File: config.mk
export PLATFORM = sky130hd
export DESIGN_NAME = div_unit_flat
export DESIGN_NICKNAME = d
export VERILOG_FILES = /design/src/rtl/div_unit_if.sv /design/src/rtl/div_unit.sv /design/src/flat_wrapper.sv
export SDC_FILE = /design/constraint.sdc
export NUM_CORES = 1
export LEC_CHECK = 0
export ABC_AREA = 1
export BUFFER_PORTS_ARGS = -buffer_cell sky130_fd_sc_hd__clkbuf_2
export CAP_MARGIN = 10
export CORE_MARGIN = 4
export CORE_UTILIZATION = 56
export CTS_CLUSTER_SIZE = 10
export DETAILED_ROUTE_END_ITERATION = 10
export PLACE_DENSITY = 0.84
export SETUP_SLACK_MARGIN = 0.5
export SLEW_MARGIN = 20
export SYNTH_ARGS = -nofsm -noshare
export SYNTH_HDL_FRONTEND = slang
export SYNTH_SLANG_ARGS = --single-unit
File: constraint.sdc
create_clock -name clk -period 4.25 [get_ports clk]
set_input_delay 0.425 -clock clk [delete_from_list [all_inputs] [get_ports clk]]
set_output_delay 0.425 -clock clk [all_outputs]
set_load 0.03 [all_outputs]
File: src/rtl/div_unit_if.sv
// Handshake and data bundle between the execute stage (master) and the divider (slave).
interface div_unit_if #(
    parameter int DATA_WIDTH = 32
);
    logic                  start;
    logic [1:0]            op;
    logic [DATA_WIDTH-1:0] dividend;
    logic [DATA_WIDTH-1:0] divisor;
    logic                  flush;
    logic                  busy;
    logic                  done;
    logic [DATA_WIDTH-1:0] result;

    modport master (
        output start, op, dividend, divisor, flush,
        input  busy, done, result
    );

    modport slave (
        input  start, op, dividend, divisor, flush,
        output busy, done, result
    );
endinterface

File: src/rtl/div_unit.sv
// Iterative radix-2 restoring divider for RV32M DIV/DIVU/REM/REMU.
// One quotient bit per cycle; divide-by-zero and signed overflow resolve in one cycle.
module div_unit #(
    parameter int DATA_WIDTH = 32,
    parameter int CNT_WIDTH  = $clog2(DATA_WIDTH)
) (
    input  logic       clk,
    input  logic       rst,
    div_unit_if.slave  div_if
);
    localparam logic [1:0] S_IDLE = 2'd0;
    localparam logic [1:0] S_CALC = 2'd1;
    localparam logic [1:0] S_DONE = 2'd2;

    localparam logic [DATA_WIDTH-1:0] ALL_ONES = {DATA_WIDTH{1'b1}};
    localparam logic [DATA_WIDTH-1:0] ZERO     = {DATA_WIDTH{1'b0}};
    localparam logic [DATA_WIDTH-1:0] INT_MIN  = {1'b1, {(DATA_WIDTH-1){1'b0}}};
    localparam logic [CNT_WIDTH-1:0]  CNT_LAST = CNT_WIDTH'(DATA_WIDTH - 1);
    localparam logic [CNT_WIDTH-1:0]  CNT_ONE  = {{(CNT_WIDTH-1){1'b0}}, 1'b1};

    function automatic logic [DATA_WIDTH-1:0] negate(input logic [DATA_WIDTH-1:0] x);
        return ~x + {{(DATA_WIDTH-1){1'b0}}, 1'b1};
    endfunction

    logic [1:0]            state_q, state_d;
    logic [CNT_WIDTH-1:0]  cnt_q, cnt_d;
    logic [DATA_WIDTH-1:0] q_q, q_d;
    logic [DATA_WIDTH-1:0] r_q, r_d;
    logic [DATA_WIDTH-1:0] d_q, d_d;
    logic                  negq_q, negq_d;
    logic                  negr_q, negr_d;
    logic                  rem_q, rem_d;
    logic [DATA_WIDTH-1:0] result_q, result_d;

    logic                  is_signed_s;
    logic                  a_neg_s;
    logic                  b_neg_s;
    logic [DATA_WIDTH:0]   r_shift_s;
    logic [DATA_WIDTH:0]   trial_s;
    logic [DATA_WIDTH-1:0] q_next_s;
    logic [DATA_WIDTH-1:0] r_next_s;

    assign is_signed_s = ~div_if.op[0];
    assign a_neg_s     = is_signed_s & div_if.dividend[DATA_WIDTH-1];
    assign b_neg_s     = is_signed_s & div_if.divisor[DATA_WIDTH-1];

    // One restoring step: shift {R,Q} left, keep the subtraction only if it did not borrow.
    always_comb begin
        r_shift_s = {r_q, q_q[DATA_WIDTH-1]};
        trial_s   = r_shift_s - {1'b0, d_q};
        q_next_s  = {q_q[DATA_WIDTH-2:0], ~trial_s[DATA_WIDTH]};
        if (trial_s[DATA_WIDTH]) begin
            r_next_s = r_shift_s[DATA_WIDTH-1:0];
        end else begin
            r_next_s = trial_s[DATA_WIDTH-1:0];
        end
    end

    // Next-state logic for the IDLE/CALC/DONE sequencer and datapath registers.
    always_comb begin
        state_d  = state_q;
        cnt_d    = cnt_q;
        q_d      = q_q;
        r_d      = r_q;
        d_d      = d_q;
        negq_d   = negq_q;
        negr_d   = negr_q;
        rem_d    = rem_q;
        result_d = result_q;
        case (state_q)
            S_IDLE, S_DONE: begin
                if (div_if.flush) begin
                    state_d = S_IDLE;
                end else if (div_if.start) begin
                    if (div_if.divisor == ZERO) begin
                        result_d = div_if.op[1] ? div_if.dividend : ALL_ONES;
                        state_d  = S_DONE;
                    end else if (is_signed_s && (div_if.dividend == INT_MIN) &&
                                 (div_if.divisor == ALL_ONES)) begin
                        result_d = div_if.op[1] ? ZERO : INT_MIN;
                        state_d  = S_DONE;
                    end else begin
                        q_d     = a_neg_s ? negate(div_if.dividend) : div_if.dividend;
                        r_d     = ZERO;
                        d_d     = b_neg_s ? negate(div_if.divisor) : div_if.divisor;
                        cnt_d   = CNT_LAST;
                        negq_d  = a_neg_s ^ b_neg_s;
                        negr_d  = a_neg_s;
                        rem_d   = div_if.op[1];
                        state_d = S_CALC;
                    end
                end else begin
                    state_d = S_IDLE;
                end
            end
            S_CALC: begin
                if (div_if.flush) begin
                    state_d = S_IDLE;
                end else begin
                    q_d   = q_next_s;
                    r_d   = r_next_s;
                    cnt_d = cnt_q - CNT_ONE;
                    if (cnt_q == {CNT_WIDTH{1'b0}}) begin
                        if (rem_q) begin
                            result_d = negr_q ? negate(r_next_s) : r_next_s;
                        end else begin
                            result_d = negq_q ? negate(q_next_s) : q_next_s;
                        end
                        state_d = S_DONE;
                    end else begin
                        state_d = S_CALC;
                    end
                end
            end
            default: begin
                state_d = S_IDLE;
            end
        endcase
    end

    // State and datapath registers with asynchronous reset.
    always_ff @(posedge clk or posedge rst) begin
        if (rst) begin
            state_q  <= S_IDLE;
            cnt_q    <= {CNT_WIDTH{1'b0}};
            q_q      <= ZERO;
            r_q      <= ZERO;
            d_q      <= ZERO;
            negq_q   <= 1'b0;
            negr_q   <= 1'b0;
            rem_q    <= 1'b0;
            result_q <= ZERO;
        end else begin
            state_q  <= state_d;
            cnt_q    <= cnt_d;
            q_q      <= q_d;
            r_q      <= r_d;
            d_q      <= d_d;
            negq_q   <= negq_d;
            negr_q   <= negr_d;
            rem_q    <= rem_d;
            result_q <= result_d;
        end
    end

    assign div_if.busy   = (state_q == S_CALC);
    assign div_if.done   = (state_q == S_DONE);
    assign div_if.result = result_q;
endmodule

File: src/flat_wrapper.sv
// flat-port wrapper written by rule: the top's interface ports become plain ports
module div_unit_flat 
#(
    parameter int DATA_WIDTH = 32,
    parameter int CNT_WIDTH  = $clog2(DATA_WIDTH)
)
  (clk, rst, div_if_start, div_if_op, div_if_dividend, div_if_divisor, div_if_flush, div_if_busy, div_if_done, div_if_result);
  div_unit_if #(.DATA_WIDTH(DATA_WIDTH)) div_if_i ();
  input  logic clk;
  input  logic rst;
  input wire logic [$bits(div_if_i.start)-1:0] div_if_start;
  input wire logic [$bits(div_if_i.op)-1:0] div_if_op;
  input wire logic [$bits(div_if_i.dividend)-1:0] div_if_dividend;
  input wire logic [$bits(div_if_i.divisor)-1:0] div_if_divisor;
  input wire logic [$bits(div_if_i.flush)-1:0] div_if_flush;
  output wire logic [$bits(div_if_i.busy)-1:0] div_if_busy;
  output wire logic [$bits(div_if_i.done)-1:0] div_if_done;
  output wire logic [$bits(div_if_i.result)-1:0] div_if_result;
  assign div_if_i.start = div_if_start;
  assign div_if_i.op = div_if_op;
  assign div_if_i.dividend = div_if_dividend;
  assign div_if_i.divisor = div_if_divisor;
  assign div_if_i.flush = div_if_flush;
  assign div_if_busy = div_if_i.busy;
  assign div_if_done = div_if_i.done;
  assign div_if_result = div_if_i.result;
  div_unit #(.DATA_WIDTH(DATA_WIDTH), .CNT_WIDTH(CNT_WIDTH)) u_core (.clk(clk), .rst(rst), .div_if(div_if_i));
endmodule
Yosys cells after proc, flatten, opt, wreduce, memory -nomap -nowiden
Cells that the tools add are included.
{ "totals": {"regBits": 138, "input_bits": 70, "out_inout_bits": 34, "wordCells": 88} }
{ "classes": {"n_addsub": 6, "mux": 40, "bitwise": 12, "eq_ne": 11, "reduce_logical": 10} }
{ "ops": {"columns": ["op", "n"], "rows": [
  ["32-bit 2-to-1 mux", 24],
  ["32-bit one-hot mux with 2 select lines", 3],
  ["32-bit by 1-bit adder with 32-bit output (second input constant)", 4],
  ["32-bit inverter", 4],
  ["32-bit == test (second input constant)", 2],
  ["33-bit by 32-bit subtractor with 33-bit output", 1],
  ["32-bit logical NOT", 1],
  ["5-bit 2-to-1 mux", 5],
  ["2-bit 2-to-1 mux", 6],
  ["6-bit AND reduction", 2],
  ["2-bit inequality test (second input constant)", 5],
  ["5-bit one-hot mux with 2 select lines", 1],
  ["5-bit logical NOT", 1],
  ["1-bit inverter", 5],
  ["5-bit AND reduction", 1],
  ["5-bit by 1-bit subtractor with 5-bit output (second input constant)", 1],
  ["2-bit one-hot mux with 2 select lines", 1],
  ["3-bit by 1-bit inequality test with 1-bit output (second input constant)", 1],
  ["1-bit AND", 2],
  ["2-bit by 1-bit == test with 1-bit output (second input constant)", 1],
  ["2-bit == test (second input constant)", 1],
  ["1-bit logical AND", 2],
  ["2-bit logical NOT", 1],
  ["2-bit by 1-bit inequality test with 1-bit output (second input constant)", 1],
  ["3 further kinds", 3]
]} }

Depth between registers and ports, before layout
Gate-level depths: netlist of the first run.
{ "depth": {"word_depth": 9, "depth_mapped": 34, "mapped_depth_nobuf": 33} }

Worst setup path after synthesis of the first run
Ideal clock, no wire load.
{ "synth_path": {"path_kind": "register to register", "startpoint": "register u_core.d_q[0]", "endpoint": "register u_core.result_q[30] (netlist: u_core.div_if.result[30])", "path_stages_with_launch": 34, "path_slack_ps": 335, "arrival_time_ps": 3849, "cell_sequence": "dfrtp_1 > ha_1 > fa_1 > inv_1 > nand2_1 > nand2_1 > nand3_1 > nand2_2 > nand2_1 > nand2_1 > nand2_2 > nand2_2 > nand2_2 > nand2_4 > buf_4 > ha_1 > nand3_1 > nor3_2 > nand2_1 > nor3_2 > nand4_1 > nor2_1 > nand3_1 > nor2_1 > nand2_1 > nand2_1 > inv_1 > nor2_1 > o21ai_0 > a21oi_1 > nor2_1 > nand2_1 > nand2_1 > nand2_1"} }
{ "synth_via": {"elab_chain_len": 9, "elab_cells_between_ends": 13, "classes_between": "add/sub (3); mux (7); bitwise (3)"} }
{ "synth_rtl": {"columns": ["item", "line_no", "rtl"], "rows": [
  ["from (decl)", "div_unit.sv:29", "logic [DATA_WIDTH-1:0] d_q, d_d;"],
  ["from (signal assigned)", "div_unit.sv:128", "d_q <= ZERO;"],
  ["from (signal assigned)", "div_unit.sv:138", "d_q <= d_d;"],
  ["33-bit by 32-bit subtractor with 33-bit output *", "div_unit.sv:50", "trial_s = r_shift_s - {1'b0, d_q};"],
  ["32-bit 2-to-1 mux or 1-bit inverter (tied branches)", "div_unit.sv:52, div_unit.sv:51", null],
  ["32-bit inverter", "div_unit.sv:22", "return ~x + {{(DATA_WIDTH-1){1'b0}}, 1'b1};"],
  ["32-bit by 1-bit adder with 32-bit output", "div_unit.sv:22", null],
  ["32-bit 2-to-1 mux, on equally long branches", "div_unit.sv:105, div_unit.sv:107", null],
  ["32-bit 2-to-1 mux *", "div_unit.sv:104", "if (rem_q) begin"],
  ["32-bit 2-to-1 mux *", "div_unit.sv:103", "if (cnt_q == {CNT_WIDTH{1'b0}}) begin"],
  ["32-bit 2-to-1 mux *", "div_unit.sv:97", "if (div_if.flush) begin"],
  ["32-bit one-hot mux with 2 select lines *", "div_unit.sv:70", "case (state_q)"],
  ["to (signal assigned)", "div_unit.sv:142", "result_q <= result_d;"],
  ["to (decl)", "div_unit.sv:33", "logic [DATA_WIDTH-1:0] result_q, result_d;"]
]} }
Mark *: on every way between the ends. The rest lies on a longest branch, timed or not. The select of a mux whose other input is x is not followed.
A chain may end at the register's enable or synchronous reset.

Worst setup path after layout of the first run
Same ends and word-level chain as after synthesis.

==> results of run 1 <==
## metal layers
metal  up-vias  GRT usage [%]  share of wire (%)
met3       149          7.272                 11
met5         -              0                  0
met4         0          12.41                3.9
met1      6697          49.59                 42
met2       898          53.77                 43
li1       6851              -                  -
## stage by stage
step	utilization [%]	hold WS, ps	TNS, ps	std cells	setup slack (ps)
floorplan	-	451.6	0	2058	378.4
global placement	61.16	464.4	0	2401	127.1
detailed placement	61.16	463.8	0	2401	30.36
CTS	65.63	250.2	0	2449	484.7
global route	67.46	273.3	-162.9	2473	-85.66
finish	67.46	206.1	0	2473	115.1
## logic make-up after synthesis
| logic type | count (synthesis) | synth area share (%) |
|---|---|---|
| AND/OR/NAND/NOR | 1082 | 37.09 |
| buffers and inverters | 384 | 12.05 |
| AO/OA/AOI/OAI | 365 | 15.87 |
| flip-flops | 138 | 27.54 |
| XOR/XNOR | 50 | 3.493 |
| adder cells (fa/ha/maj) | 39 | 3.952 |
## how the worst max path moves through the flow
stage / endpoint / slack, ps / cells past startpoint
final: u_core.div_if.result[30]$_DFFE_PP0P_ / 120 / 32
after floorplan: u_core.div_if.result[30]$_DFFE_PP0P_ / 380 / 34
after global placement: u_core.div_if.result[30]$_DFFE_PP0P_ / 130 / 29
after global routing: u_core.div_if.result[26]$_DFFE_PP0P_ / -90 / 29
after CTS: u_core.div_if.result[30]$_DFFE_PP0P_ / 480 / 32
after detailed placement: u_core.div_if.result[26]$_DFFE_PP0P_ / 30 / 28
## area by class of cell
| type | count | share of cell area, % |
|---|---|---|
| Clock buffer | 20 | 3.160 |
| Clock inverter | 12 | 1.423 |
| Inverter | 311 | 7.930 |
| Multi-Input combinational cell | 1536 | 53.89 |
| Sequential cell | 138 | 23.38 |
| Tap cell | 280 | 2.372 |
| Timing Repair Buffer | 176 | 7.837 |
## worst reg2reg max path: cells and delay by family, from the launching register on
family / cells / cell delay [ps]
buffers and inverters: 2 / 140
flip-flops: 1 / 420
AND/OR/NAND/NOR: 25 / 2570
adder cells (fa/ha/maj): 3 / 710
AO/OA/AOI/OAI: 2 / 220
## placed cells by master, fill, tap and decap left out, drive strengths merged, types with 7 or more instances in the layout
master,instances
nand2,648
inv,312
nor2,197
o21ai,181
nand3,139
dfrtp,138
clkbuf,124
a21oi,102
buf,72
o22ai,46
nor3,39
ha,38
xor2,33
nand4,24
xnor2,17
or2,12
nor4,10
a31oi,10
o211ai,9
nand3b,7
## flip-flops by register name (all words and copies together) (netlist names)
name,flops
u_core.div_if.result,32
u_core.state_q,2
u_core.negr_q,1
u_core.q_q,32
u_core.d_q,32
u_core.rem_q,1
u_core.cnt_q,5
u_core.negq_q,1
u_core.r_q,32
## what timing repair did
action,4_1_cts,5_1_grt
hold buffers,0,0
resized for setup,39,44
setup endpoints to repair,18,28
gates cloned,0,1
pin swaps,20,28
buffers inserted,16,23
==> results.txt, run 1 <==
----------------------------------------------------
[Yosys]
  Unique cell type count in the Yosys netlist ... 45
  Share of the yosys chip area belonging to registers ... between 20 and 30%
  Post-Syn Area per Cell ... 6.092 sq um
  Cell types occupying the most area after synthesis ... sky130_fd_sc_hd__dfrtp_1, sky130_fd_sc_hd__nand2_1, sky130_fd_sc_hd__inv_1, sky130_fd_sc_hd__o21ai_0, sky130_fd_sc_hd__nor2_1
  Post-synth top flop ... sky130_fd_sc_hd__dfrtp_1
  Library cell with the largest summed area after synthesis ... sky130_fd_sc_hd__dfrtp_1
  Area fraction of the dominant cell type after synthesis ... 27.54%
  Number of nets in the synthesized netlist ... 2167
  Syn Std Cell Area ... around 13000 sq um
  EDFF count, synth ... 0
  Number of flip-flops and latches in the synthesized netlist ... between 100 and 150
  Most repeated cell in the gate-level netlist after synthesis ... sky130_fd_sc_hd__nand2_1
  Leading cell types by count after synthesis ... sky130_fd_sc_hd__nand2_1, sky130_fd_sc_hd__inv_1, sky130_fd_sc_hd__nor2_1
  Gate count of the mapped netlist ... 2058
  FFs w/ async S/R, synth ... 100.0%
  Warnings, synthesis ... 0

[Die]
  Number of standard-cell rows in the floorplan ... 54
  Die Wd ... 157.6 um
  Total Die Area ... 24850 sq um
  Effective utilization at floorplan ... ~57%
  Core area ... around 22000 sq um
  Top Ports ... approximately 100
  Chip Height ... about 160 um

[Drt]
  Via-to-Cell Ratio ... between 5 and 6
  Wire length reported by the detailed router ... 45010 um
  DRC viols ... 0
  DRC violation total after the first TritonRoute iteration ... 2009
  Total iterations of the first detailed-routing run ... 6
  Via count ... about 15000
  WL/cell ... 18.20 um
  Antenna Violating Nets Remaining ... 0

[CTS]
  Clock latency on the worst-skew pair ... around 430 ps
  Clock Root Buffer ... sky130_fd_sc_hd__clkbuf_16
  Num CTS Buffers ... 17
  TritonCTS clock tree ... yes
  Maximum buffer depth of the clock tree ... 2
  Reg clk slew, reported paths ... ~70 ps
  Clock sink count ... between 100 and 150
  H-tree levels ... 4

[GRT]
  All-layer global routing usage ... 35.16%
  Antenna violations before repair ... 1
  Number of global-route vias before repair ... 13320
  Pin count of the biggest net entering global routing ... about 140
  Total congestion overflow after global routing ... 0
  Global-route wire length before repair ... slightly below 70000 um

[Setup path]
  Longest individual stage delay on the worst path ... 420 ps
  Worst r2r dst ... u_core.div_if.result[30]$_DFFE_PP0P_
  Crit path arrival time ... 4500 ps
  Crit path max-delay family ... simple AND/OR/NAND/NOR gates
  Crit path kind ... flip-flop to flip-flop
  R2R setup slack ... 120 ps
  Biggest fanout along the worst timing path ... 3
  Sum of buffers and inverters on the critical path ... 2
  Highest-delay cell along the critical path ... sky130_fd_sc_hd__dfrtp_1
  Worst setup path startpoint ... u_core.d_q[0]$_DFFE_PP0P_
  Cell seen most often among critical-path stages ... sky130_fd_sc_hd__nand2_2
  Number of cells traversed by the worst register-to-register path ... 32
  Worst endpoint required time ... between 4000 and 5000 ps
  Launch instance of the worst register-to-register path ... u_core.d_q[0]$_DFFE_PP0P_
  Setup crit start kind ... flip-flop
  CP Capture Type ... flip-flop

[Place]
  Post-detailed-placement half-perimeter wirelength ... around 33000 um
  Dpl cell area ... about 13000 sq um
  Routability congestion estimate from global placement ... about 1.0
  Quantity of I/O buffers inserted on ports ... around 100

[Status]
  Result of the run ... completed

[Layout]
  Fraction of layout instances using a drive strength above 1 ... between 10% and 20%
  Number of filler instances in the final layout ... ~1900
  Relative area change from synthesis to final layout ... 17.78%
  Number of nets in the layout ... ~2300
  Register area ... 3453 sq um
  Combined area of the multi-input logic cells ... about 8000 sq um
  Diode insertion count for antenna repair ... 0
  Non-Filler Cell Area, Final ... 14770 sq um

[Flow run]
  Max-cap violations ... 0

[STA]
  Worst max-slew margin expressed relative to the limit ... between 30% and 40%
  Skew final ... between 10 and 15 ps
  Highest clock rate ... about 240 MHz
  Min Tclk post-route ... around 4100 ps
  Number of hold violations in the final report ... 0
  Slew at the pin closest to its max-slew limit ... 1001 ps
  RSZ-0062 raised after global routing ... true
  Final period utilization ... a little over nine tenths
  Final setup violation count ... 0
  Max-slew violation count ... 0

[Min path]
  Worst min-delay path class ... input port to asynchronous set/reset pin

----------------------------------------------------
Power of run 1 is not shown: default switching activity piles up to over one toggle a cycle in this logic, so the estimate is an artifact.
==> run 2: changes to the inputs <==
--- a/config.mk
+++ b/config.mk
@@ -10,4 +10,6 @@
 export CAP_MARGIN = 10
+export CELL_PAD_IN_SITES_DETAIL_PLACEMENT = 1
+export CELL_PAD_IN_SITES_GLOBAL_PLACEMENT = 2
 export CORE_MARGIN = 4
-export CORE_UTILIZATION = 56
+export CORE_UTILIZATION = 30
 export CTS_CLUSTER_SIZE = 10
==> constraint.sdc (replaced) <==
create_clock -name clk -period 4.25 [get_ports clk]
set_input_delay 0.2125 -clock clk [delete_from_list [all_inputs] [get_ports clk]]
set_output_delay 0.2125 -clock clk [all_outputs]
set_load 0.03 [all_outputs]
==> results.txt, run 2 (synthesis results as in run 1) <==
----------------------------------------------------
[Status]
  Result of the run ... finished with violations
  Violations in the final reports ... negative hold slack

[STA]
  Final period utilization ... slightly below 100%
  Highest clock rate ... 241.7 MHz
  Number of hold violations in the final report ... 39
  Slew at the pin closest to its max-slew limit ... between 1000 and 1500 ps
  Max-slew violation count ... 0
  Worst hold margin ... -116.2 ps
  Min Tclk post-route ... between 4000 and 5000 ps
  Final Worst Setup Slack ... between 100 and 150 ps
  RSZ-0062 raised after global routing ... true
  Final setup violation count ... 0
  Skew final ... roughly 7.6 ps
  Worst max-slew margin expressed relative to the limit ... a little over a quarter

[Drt]
  WL/cell ... ~19 um
  Antenna Violating Nets Remaining ... 0
  DRC viols ... 0
  Total iterations of the first detailed-routing run ... 6
  Via-to-Cell Ratio ... between 5 and 6
  DRC violation total after the first TritonRoute iteration ... between 800 and 900
  Wire length reported by the detailed router ... about 53000 um
  Via count ... roughly 14000

[Place]
  Placement-stage worst setup slack ... between 0.6 and 0.7 ps
  Cell total after placement ... around 2700
  Post-detailed-placement half-perimeter wirelength ... 40690 um
  Routability congestion estimate from global placement ... approximately 0.90
  Quantity of I/O buffers inserted on ports ... slightly above 100

[Layout]
  Utilization after layout ... between 30% and 40%
  Fraction of layout instances using a drive strength above 1 ... roughly 17%
  Most common cell after layout, fill and taps aside ... sky130_fd_sc_hd__nand2_1
  Diode insertion count for antenna repair ... 0
  Number of nets in the layout ... 2298
  Most frequent cells in the layout ... sky130_fd_sc_hd__nand2_1, sky130_fd_sc_hd__inv_1, sky130_fd_sc_hd__nor2_1, sky130_fd_sc_hd__o21ai_0, sky130_fd_sc_hd__dfrtp_1
  Fin cells ... about 2700
  Relative area change from synthesis to final layout ... 21.06%

[Pwr]
  Worst ir drop on vdd ... a little under 900 uV
  Static leakage ... 7.609 nW
  Total power divided by cell area ... about 1000 nW/um^2

[Die]
  Effective utilization at floorplan ... 30.50%
  Chip Height ... 212.4 um
  Top Ports ... ~100
  Number of standard-cell rows in the floorplan ... 74
  Total Die Area ... 45130 sq um
  Core area ... a little over 40000 sq um
  Die Wd ... between 200 and 250 um

[CTS]
  Clock latency on the worst-skew pair ... 460 ps
  Clock sink count ... 138
  Reg clk slew, reported paths ... 60 ps
  H-tree levels ... 4
  Num CTS Buffers ... 17
  TritonCTS clock tree ... yes
  Maximum buffer depth of the clock tree ... 2
  Clock Root Buffer ... sky130_fd_sc_hd__clkbuf_16

[Setup path]
  Crit path kind ... flip-flop to flip-flop
  Worst r2r dst ... u_core.div_if.result[28]$_DFFE_PP0P_
  R2R setup slack ... between 100 and 150 ps
  Highest-delay cell along the critical path ... sky130_fd_sc_hd__dfrtp_1
  CP Capture Type ... flip-flop
  Launch instance of the worst register-to-register path ... u_core.d_q[0]$_DFFE_PP0P_
  Longest individual stage delay on the worst path ... 410 ps
  Worst endpoint required time ... 4600 ps
  Setup crit start kind ... flip-flop
  Crit path arrival time ... 4480 ps
  Number of cells traversed by the worst register-to-register path ... 32
  Biggest fanout along the worst timing path ... 3
  Cell seen most often among critical-path stages ... sky130_fd_sc_hd__nand2_2

[GRT]
  Antenna violations before repair ... 0
  Global-route wire length before repair ... 81050 um
  Number of global-route vias before repair ... ~14000
  Pin count of the biggest net entering global routing ... about 140
  Total congestion overflow after global routing ... 0
  All-layer global routing usage ... between 20% and 30%

[Min path]
  Worst min-delay path class ... input port to asynchronous set/reset pin

[Flow run]
  Max-cap violations ... 0

----------------------------------------------------
==> run 2: per-stage QoR <==
stage          TNS [ps]  power [mW]  cell area (sq um)
3_5_place_dp          0       12.37              13780
6_report              0       15.11              15180
2_1_floorplan         0       9.271              12570
3_3_place_gp          0       12.12              13780
4_1_cts               0       14.25              14610
5_1_grt          -301.1       16.46              15180
==> run 2: worst max-delay path: cells and delay by family, from the launching register on <==
family,cells,cell delay (ps)
compound gates,2,190
fa+ha+maj,3,730
buf+inv,2,210
flops,1,410
simple gates,25,2470
==> run 2: worst max path at each step <==
stage                                    start                                    to
detailed placement  u_core.r_q[24]$_DFFE_PP0P_  u_core.div_if.result[28]$_DFFE_PP0P_
global placement    u_core.d_q[19]$_DFFE_PP0P_  u_core.div_if.result[22]$_DFFE_PP0P_
global route        u_core.q_q[31]$_DFFE_PP0P_  u_core.div_if.result[28]$_DFFE_PP0P_
CTS                  u_core.d_q[0]$_DFFE_PP0P_  u_core.div_if.result[28]$_DFFE_PP0P_
floorplan           u_core.q_q[31]$_DFFE_PP0P_  u_core.div_if.result[30]$_DFFE_PP0P_
finish               u_core.d_q[0]$_DFFE_PP0P_  u_core.div_if.result[28]$_DFFE_PP0P_
==> run 2: power by group <==
group | total, mW | switching (mW) | leakage, nW | internal, mW
combinational | 11.1 | 7.47 | 5.61 | 3.64
clock | 1.56 | 0.637 | 0.282 | 0.920
sequential | 2.44 | 0.544 | 1.71 | 1.90
==> run 2: routing by layer <==
layer | track usage [%] | up-vias | wire [um] | share of wire (%)
li1 | - | 6844 | - | -
met1 | 31.78 | 6948 | 24420 | 46
met2 | 37.34 | 319 | 24830 | 47
met3 | 3.837 | 72 | 2387 | 4.5
met4 | 6.819 | 0 | 1226 | 2.3
met5 | 0 | - | 0 | 0
==> run 2: timing repair <==
action | CTS | global route
cloned | 0 | 2
endpoints found under the setup margin | 26 | 31
endpoints found under the hold margin | 1 | 0
pin swaps | 14 | 25
hold buffers | 1 | 0
gates resized for setup | 25 | 84
setup buffers | 20 | 18
==> run 2: final cells by class <==
type,count,area (sq um)
Fill cell,5440,25930
Multi-Input combinational cell,1537,8055
Sequential cell,138,3453
Timing Repair Buffer,184,1247
Inverter,311,1175
Tap cell,532,665.6
Clock buffer,24,491.7
Clock inverter,7,90.09
Power figures use the tool's default switching activity.
